[config.mk]
export PLATFORM = sky130hd
export DESIGN_NAME = eic_nested_flat
export DESIGN_NICKNAME = d
export VERILOG_FILES = /design/src/rtl/eic_nested_if.sv /design/src/rtl/eic_nested.sv /design/src/flat_wrapper.sv
export SDC_FILE = /design/constraint.sdc
export NUM_CORES = 2
export LEC_CHECK = 0
export CORE_MARGIN = 10
export CORE_UTILIZATION = 34
export DETAILED_ROUTE_END_ITERATION = 8
export PLACE_DENSITY_LB_ADDON = 0.3
export SLEW_MARGIN = 30
export SYNTH_ARGS = -nofsm -noshare
export SYNTH_HDL_FRONTEND = slang
export SYNTH_SLANG_ARGS = --single-unit
[constraint.sdc]
create_clock -name CLK -period 129.4 [get_ports CLK]
set_clock_uncertainty 0.2 [all_clocks]
set_input_delay 25.88 -clock CLK [delete_from_list [all_inputs] [get_ports CLK]]
set_output_delay 25.88 -clock CLK [all_outputs]
set_load 0.005 [all_outputs]
[src/rtl/eic_nested_if.sv]
// Register port and CPU interrupt handshake of the nested interrupt controller.
// Master drives addresses, writes and ack/EOI; slave returns read data and the request.
interface eic_nested_if;
  logic [4:0]  read_addr;
  logic [31:0] read_data;
  logic [4:0]  write_addr;
  logic [31:0] write_data;
  logic        write_enable;
  logic        irq_req;
  logic [7:0]  irq_vector;
  logic [3:0]  irq_prio;
  logic        irq_ack;
  logic        irq_eoi;

  modport master (
    output read_addr, write_addr, write_data, write_enable, irq_ack, irq_eoi,
    input  read_data, irq_req, irq_vector, irq_prio
  );

  modport slave (
    input  read_addr, write_addr, write_data, write_enable, irq_ack, irq_eoi,
    output read_data, irq_req, irq_vector, irq_prio
  );
endinterface

[src/rtl/eic_nested.sv]
// Nested external interrupt controller: sense/mask/priority per channel, registered arbitration,
// ack/EOI in-service stack. Request lags pending by one edge; ack with a full stack only sets OVF.
module eic_nested #(
  parameter int NUM_CH     = 64,
  parameter int PRIO_W     = 3,
  parameter int NEST_DEPTH = 4
) (
  input  logic              CLK,
  input  logic              RESET,
  input  logic [NUM_CH-1:0] signal,
  eic_nested_if.slave       bus
);
  localparam logic [63:0] CH_MASK = (NUM_CH == 64) ? '1 : ((64'd1 << NUM_CH) - 64'd1);

  function automatic logic [127:0] sense_wmask();
    logic [127:0] m = '0;
    for (int i = 0; i < NUM_CH; i++) m[2*i +: 2] = 2'b11;
    return m;
  endfunction

  function automatic logic [255:0] prio_wmask();
    logic [255:0] m = '0;
    for (int i = 0; i < NUM_CH; i++) m[4*i +: 4] = 4'((1 << PRIO_W) - 1);
    return m;
  endfunction

  localparam logic [127:0] SENSE_WMASK = sense_wmask();
  localparam logic [255:0] PRIO_WMASK  = prio_wmask();

  logic         en_q;
  logic [3:0]   thresh_q;
  logic         ovf_q;
  logic [63:0]  mask_q;
  logic [63:0]  pend_q;
  logic [63:0]  sig_prev_q;
  logic         primed_q;
  logic [127:0] sense_q;
  logic [255:0] prio_q;
  logic [7:0]   stk_vec_q  [8];
  logic [3:0]   stk_prio_q [8];
  logic [3:0]   depth_q;
  logic         req_q;
  logic [7:0]   vec_q;
  logic [3:0]   prio_out_q;

  logic [63:0] sig, rise, fall, pset, pclr, pend_d;
  logic [2:0]  top_idx, rd_pidx, wr_pidx;
  logic [7:0]  top_vec, win_vec;
  logic [3:0]  top_prio, floor_prio, win_prio, depth_pop;
  logic [6:0]  win_ch;
  logic        pop, push, ovf_set;
  logic [31:0] rd;

  assign sig      = 64'(signal);
  assign rise     = sig & ~sig_prev_q & {64{primed_q}};
  assign fall     = ~sig & sig_prev_q & {64{primed_q}};
  assign top_idx  = 3'(depth_q - 4'd1);
  assign top_vec  = (depth_q == 4'd0) ? 8'd0 : stk_vec_q[top_idx];
  assign top_prio = (depth_q == 4'd0) ? 4'd0 : stk_prio_q[top_idx];
  assign rd_pidx  = 3'(bus.read_addr - 5'd12);
  assign wr_pidx  = 3'(bus.write_addr - 5'd12);

  // EOI pops before ack pushes, so a simultaneous pair replaces the top entry.
  assign pop       = bus.irq_eoi && (depth_q != 4'd0);
  assign depth_pop = depth_q - {3'd0, pop};
  assign push      = bus.irq_ack && req_q && (depth_pop < 4'(NEST_DEPTH));
  assign ovf_set   = bus.irq_ack && req_q && !push;

  always_comb begin
    pset = '0;
    pclr = '0;
    for (int i = 0; i < 64; i++) begin
      case (sense_q[2*i +: 2])
        2'b00:   pset[i] = sig[i];
        2'b01:   pset[i] = rise[i];
        2'b10:   pset[i] = fall[i];
        default: pset[i] = rise[i] | fall[i];
      endcase
    end
    if (bus.write_enable && (bus.write_addr == 5'd4 || bus.write_addr == 5'd5))
      pset[{bus.write_addr[0], 5'd0} +: 32] = pset[{bus.write_addr[0], 5'd0} +: 32] | bus.write_data;
    if (bus.write_enable && (bus.write_addr == 5'd6 || bus.write_addr == 5'd7))
      pclr[{bus.write_addr[0], 5'd0} +: 32] = bus.write_data;
    if (push)
      pclr[6'(vec_q - 8'd1)] = 1'b1;
    pend_d = ((pend_q & ~pclr) | pset) & CH_MASK;
  end

  // Strict compare keeps the lowest channel on priority ties.
  always_comb begin
    floor_prio = (thresh_q > top_prio) ? thresh_q : top_prio;
    win_prio   = '0;
    win_ch     = '0;
    for (int i = 0; i < NUM_CH; i++) begin
      if (en_q && pend_q[i] && mask_q[i] && (prio_q[4*i +: 4] > floor_prio) &&
          (prio_q[4*i +: 4] > win_prio)) begin
        win_prio = prio_q[4*i +: 4];
        win_ch   = 7'(i);
      end
    end
    win_vec = (win_prio != 4'd0) ? ({1'b0, win_ch} + 8'd1) : 8'd0;
  end

  always_comb begin
    rd = '0;
    case (bus.read_addr)
      5'd0:                      rd = {24'd0, thresh_q, 3'd0, en_q};
      5'd1:                      rd = {15'd0, ovf_q, depth_q, top_prio, top_vec};
      5'd2, 5'd3:                rd = mask_q[{bus.read_addr[0], 5'd0} +: 32];
      5'd4, 5'd5:                rd = pend_q[{bus.read_addr[0], 5'd0} +: 32];
      5'd8, 5'd9, 5'd10, 5'd11:  rd = sense_q[{bus.read_addr[1:0], 5'd0} +: 32];
      5'd12, 5'd13, 5'd14, 5'd15,
      5'd16, 5'd17, 5'd18, 5'd19: rd = prio_q[{rd_pidx, 5'd0} +: 32];
      5'd20, 5'd21:              rd = sig[{bus.read_addr[0], 5'd0} +: 32];
      default:                   rd = '0;
    endcase
  end

  always_ff @(posedge CLK) begin
    if (RESET) begin
      en_q       <= 1'b0;
      thresh_q   <= '0;
      ovf_q      <= 1'b0;
      mask_q     <= '0;
      pend_q     <= '0;
      sig_prev_q <= '0;
      primed_q   <= 1'b0;
      sense_q    <= '0;
      prio_q     <= '0;
      depth_q    <= '0;
      req_q      <= 1'b0;
      vec_q      <= '0;
      prio_out_q <= '0;
      for (int i = 0; i < 8; i++) begin
        stk_vec_q[i]  <= '0;
        stk_prio_q[i] <= '0;
      end
    end else begin
      sig_prev_q <= sig;
      primed_q   <= 1'b1;
      pend_q     <= pend_d;
      if (bus.write_enable) begin
        case (bus.write_addr)
          5'd0: begin
            en_q     <= bus.write_data[0];
            thresh_q <= bus.write_data[7:4];
          end
          5'd2, 5'd3:
            mask_q[{bus.write_addr[0], 5'd0} +: 32] <=
              bus.write_data & CH_MASK[{bus.write_addr[0], 5'd0} +: 32];
          5'd8, 5'd9, 5'd10, 5'd11:
            sense_q[{bus.write_addr[1:0], 5'd0} +: 32] <=
              bus.write_data & SENSE_WMASK[{bus.write_addr[1:0], 5'd0} +: 32];
          5'd12, 5'd13, 5'd14, 5'd15, 5'd16, 5'd17, 5'd18, 5'd19:
            prio_q[{wr_pidx, 5'd0} +: 32] <= bus.write_data & PRIO_WMASK[{wr_pidx, 5'd0} +: 32];
          default: ;
        endcase
      end
      if (ovf_set)
        ovf_q <= 1'b1;
      else if (bus.write_enable && bus.write_addr == 5'd1 && bus.write_data[16])
        ovf_q <= 1'b0;
      if (push) begin
        stk_vec_q[3'(depth_pop)]  <= vec_q;
        stk_prio_q[3'(depth_pop)] <= prio_out_q;
      end
      depth_q <= depth_pop + {3'd0, push};
      if (push) begin
        req_q      <= 1'b0;
        vec_q      <= '0;
        prio_out_q <= '0;
      end else begin
        req_q      <= (win_prio != 4'd0);
        vec_q      <= win_vec;
        prio_out_q <= win_prio;
      end
    end
  end

  assign bus.read_data  = rd;
  assign bus.irq_req    = req_q;
  assign bus.irq_vector = vec_q;
  assign bus.irq_prio   = prio_out_q;
endmodule

[src/flat_wrapper.sv]
// flat-port wrapper written by rule: the top's interface ports become plain ports
module eic_nested_flat 
#(
  parameter int NUM_CH     = 64,
  parameter int PRIO_W     = 3,
  parameter int NEST_DEPTH = 4
)
  (CLK, RESET, signal, bus_read_addr, bus_write_addr, bus_write_data, bus_write_enable, bus_irq_ack, bus_irq_eoi, bus_read_data, bus_irq_req, bus_irq_vector, bus_irq_prio);
  eic_nested_if bus_i ();
  input  logic CLK;
  input  logic RESET;
  input  logic [NUM_CH-1:0] signal;
  input wire logic [$bits(bus_i.read_addr)-1:0] bus_read_addr;
  input wire logic [$bits(bus_i.write_addr)-1:0] bus_write_addr;
  input wire logic [$bits(bus_i.write_data)-1:0] bus_write_data;
  input wire logic [$bits(bus_i.write_enable)-1:0] bus_write_enable;
  input wire logic [$bits(bus_i.irq_ack)-1:0] bus_irq_ack;
  input wire logic [$bits(bus_i.irq_eoi)-1:0] bus_irq_eoi;
  output wire logic [$bits(bus_i.read_data)-1:0] bus_read_data;
  output wire logic [$bits(bus_i.irq_req)-1:0] bus_irq_req;
  output wire logic [$bits(bus_i.irq_vector)-1:0] bus_irq_vector;
  output wire logic [$bits(bus_i.irq_prio)-1:0] bus_irq_prio;
  assign bus_i.read_addr = bus_read_addr;
  assign bus_i.write_addr = bus_write_addr;
  assign bus_i.write_data = bus_write_data;
  assign bus_i.write_enable = bus_write_enable;
  assign bus_i.irq_ack = bus_irq_ack;
  assign bus_i.irq_eoi = bus_irq_eoi;
  assign bus_read_data = bus_i.read_data;
  assign bus_irq_req = bus_i.irq_req;
  assign bus_irq_vector = bus_i.irq_vector;
  assign bus_irq_prio = bus_i.irq_prio;
  eic_nested #(.NUM_CH(NUM_CH), .PRIO_W(PRIO_W), .NEST_DEPTH(NEST_DEPTH)) u_core (.CLK(CLK), .RESET(RESET), .signal(signal), .bus(bus_i));
endmodule
==> impl_metrics.csv <==
group,metric,value,unit
setup_path,startpoint_type,"register",
setup_path,path_common_cell,"a21oi_1",
sta,finalSetupViolCount,0,
worst_hold_path,holdPathStages,2,
setup_path,critical-path-slowest-cell,"o32ai_1",
power_and_ir_drop,total_leakage_power,17.6,nW
yosys,synth-edff-count,88,
clock_network,htreeDepth,3,
sta,finalHoldViolCount,0,
sta,worstMarginPinSlew,1.20,ns
setup_path,critical_path_class,"register to register",
setup_path,worstPathRequired,129.74,ns
yosys,syn_inst,5330,
clock_network,cts.sinks,623,
placed_design,detailedPlace.worstSlack,17.59,ns
layout,final_common_cell,"nand2_1",
run,cap_viol_max_count,0,
setup_path,max_stage_delay,0.69,ns
setup_path,path_max_fanout,33,
sta,maxSlewHeadroom,0.195,
drt,routed_via_density,6.23,
setup_path,critical_path_arrival,114.58,ns
die,dieArea,139000,um^2
drt,drt_iter0_drc,6196,
sta,whs,0.265,ns
clock_network,ctsResizeCount,0,
placed_design,hpwlAfterDp,153000,um
global_routing,track_usage,0.288,
yosys,synth_cell_types,124,
global_routing,gr-total-overflow,0,
drt,met2_length,84900,um
yosys,synth_warnings,0,
clock_network,cts.repair_timing.setup_buffer_count,0,
yosys,syn_area,42200,um^2
drt,met3_length,27900,um
yosys,synthArstFlopShare,0,
yosys,synth.top_cell.area_share,0.254,
clock_network,cts_tree,"done",
drt,postRouteAntennaNets,0,
run_status,status,"completed",
setup_path,r2r_cells,552,
drt,m1WireLength,80300,um
die,fp.dieW,372,um
clock_network,cts_root_buffer,"clkbuf_16",
placed_design,io_buffer_count,154,
die,fp-row-count,129,
global_routing,grt_max_degree,194,
clock_network,clock_latency,0.68,ns
sta,layout_setup_ws,15.16,ns
global_routing,grt_pass1_vias,39694,
power_and_ir_drop,power_density,12.6,nW/um^2
die,die_h,372,um
placed_design,place.gp.congestion,1.00,
sta,slew_viol_final,0,
sta,layout_min_cycle_time,114.24,ns
drt,wl,208000,um
yosys,yosysTopAreaCell,"dfxtp_1",
worst_hold_path,holdCritPathClass,"register to register",
global_routing,grt_pass1_wl,294000,um
drt,routedWlPerCell,29.5,um
drt,route.detailed.drc,0,
layout,nets,5678,
worst_hold_path,whs_endpoint,"u_core.mask_q[14]$_SDFFE_PP0P_",
yosys,syn_avg_cell_area,7.92,um^2
power_and_ir_drop,power,0.602,mW
power_and_ir_drop,ir_drop,0.0000130,V
sta,setup_tns,0,ns
sta,layout_worst_path_cycle_share,0.883,
clock_network,cts_buffers,73,
clock_network,clk_pin_slew,0.06,ns
drt,drtPass1Iterations,9,
worst_hold_path,min_from,"u_core.mask_q[14]$_SDFFE_PP0P_",
sta,fmax,0.00875,GHz
setup_path,end_kind,"register",
yosys,ys.flop_type,"dfxtp_1",
sta,rsz0062_at_grt,"no",
layout,area_delta_synth_final,13.2,%
yosys,ys_seq_elements,623,
die,io_pins,156,
yosys,ys_top_cells_by_area,"dfxtp_1 (25%), nand2_1 (7.8%), a21oi_1 (7.5%), edfxtp_1 (6.3%), ha_1 (6.3%)",
layout,drive_above_1_share,0.0876,
setup_path,ff2ff_setup_slack,15.16,ns
die,initial_core_util,0.342,
global_routing,antenna_found_initial,17,
drt,vias,43993,
clock_network,cts_buffer_depth,3,
drt,top_layer,"met5",
die,coreArea,123000,um^2
setup_path,timing.rr.end,"u_core.bus.irq_vector[4]$_SDFF_PP0_",
layout,final_cell_mix,"nand2_1 (868), a21oi_1 (636), dfxtp_1 (534), nor2_1 (467), o21ai_0 (280)",
setup_path,worstReg2RegStart,"u_core.depth_q[0]$_SDFF_PP0_",
clock_network,hold_buffers,0,
yosys,ys_seq_area_frac,0.316,
## per-stage QoR
stage	std cells	cell area [um^2]	util
after floorplan	5375	42400	-
after global placement	6918	45400	0.367
after detailed placement	6918	45300	0.367
after CTS	7050	47800	0.387
after global routing	7053	47800	0.387
final	7061	47800	0.387
## final cells by class
type,instances,area (um^2)
Fill cell,12762,75700
Multi-Input combinational cell,4212,27000
Sequential cell,623,13400
Timing Repair Buffer,242,2200
Clock buffer,106,2100
Tap cell,1637,2050
Inverter,204,766
Clock inverter,26,332
Antenna cell,11,27.5
## cells in the mapped netlist (all sizes together) (13+ instances only)
master	instances
a211oi	20
a21boi	14
a21o	23
a21oi	643
a221oi	17
a22oi	24
a31oi	43
a41oi	13
and2	74
and3	45
buf	68
clkbuf	268
dfxtp	535
edfxtp	88
ha	211
inv	204
maj3	46
mux2	44
mux2i	162
mux4	101
nand2	874
nand2b	26
nand3	118
nand3b	47
nand4	37
nand4b	31
nor2	472
nor2b	108
nor3	183
o2111ai	23
o211ai	100
o21a	15
o21ai	302
o221ai	67
o22ai	36
o31ai	16
or2	21
## layer usage
layer | global-route usage | vias to the layer above
met2 | 0.412 | 3023
met5 | 0 | -
met1 | 0.375 | 20980
met3 | 0.0889 | 597
met4 | 0.176 | 18
li1 | - | 19375
## registers in the layout, summed over array words and instances (netlist names)
name	count
u_core.bus.irq_prio	4
u_core.bus.irq_req	1
u_core.bus.irq_vector	7
u_core.depth_q	4
u_core.en_q	1
u_core.mask_q	64
u_core.ovf_q	1
u_core.pend_q	64
u_core.primed_q	1
u_core.prio_q	192
u_core.sense_q	128
u_core.sig_prev_q	64
u_core.stk_prio_q	32
u_core.stk_vec_q	56
u_core.thresh_q	4
## critical path: cells and delay by family (launching register included)
kind / cells / cell delay (ns)
AOI/OAI and AO/OA: 269 / 56.45
and+or+nand+nor: 169 / 27.09
DFF: 1 / 0.30
buffers and inverters: 29 / 4.40
muxes: 16 / 5.87
xor gates and xnor gates: 1 / 0.42
adders and majority gates: 68 / 19.20
## logic make-up after synthesis
| family | after synthesis | synth area share |
|---|---|---|
| simple gates | 2099 | 0.230 |
| compound gates | 1494 | 0.221 |
| flops | 623 | 0.316 |
| buf+inv | 540 | 0.0521 |
| mux | 307 | 0.104 |
| fa+ha+maj | 257 | 0.0735 |
| xor+xnor | 9 | 0.00231 |
| other cells | 1 | 0.0000888 |
## power by group
part | leakage (nW) | switching, mW | internal, mW
combinational | 11.2 | 0.127 | 0.0536
sequential | 5.22 | 0.00566 | 0.201
clock | 1.18 | 0.0916 | 0.122
total | 17.6 | 0.225 | 0.377
## worst max path at each step
stage / startpoint / endpoint / slack, ns / cells past startpoint
global route: u_core.depth_q[0]$_SDFF_PP0_ / u_core.bus.irq_vector[4]$_SDFF_PP0_ / 4.94 / 560
detailed placement: u_core.depth_q[0]$_SDFF_PP0_ / u_core.bus.irq_vector[4]$_SDFF_PP0_ / 17.59 / 552
finish: u_core.depth_q[0]$_SDFF_PP0_ / u_core.bus.irq_vector[4]$_SDFF_PP0_ / 15.16 / 552
floorplan: u_core.depth_q[0]$_SDFF_PP0_ / u_core.bus.irq_vector[4]$_SDFF_PP0_ / 30.58 / 554
CTS: u_core.depth_q[0]$_SDFF_PP0_ / u_core.bus.irq_vector[4]$_SDFF_PP0_ / 17.21 / 554
global placement: u_core.depth_q[0]$_SDFF_PP0_ / u_core.bus.irq_vector[4]$_SDFF_PP0_ / 19.94 / 548
Power figures use the tool's default switching activity.
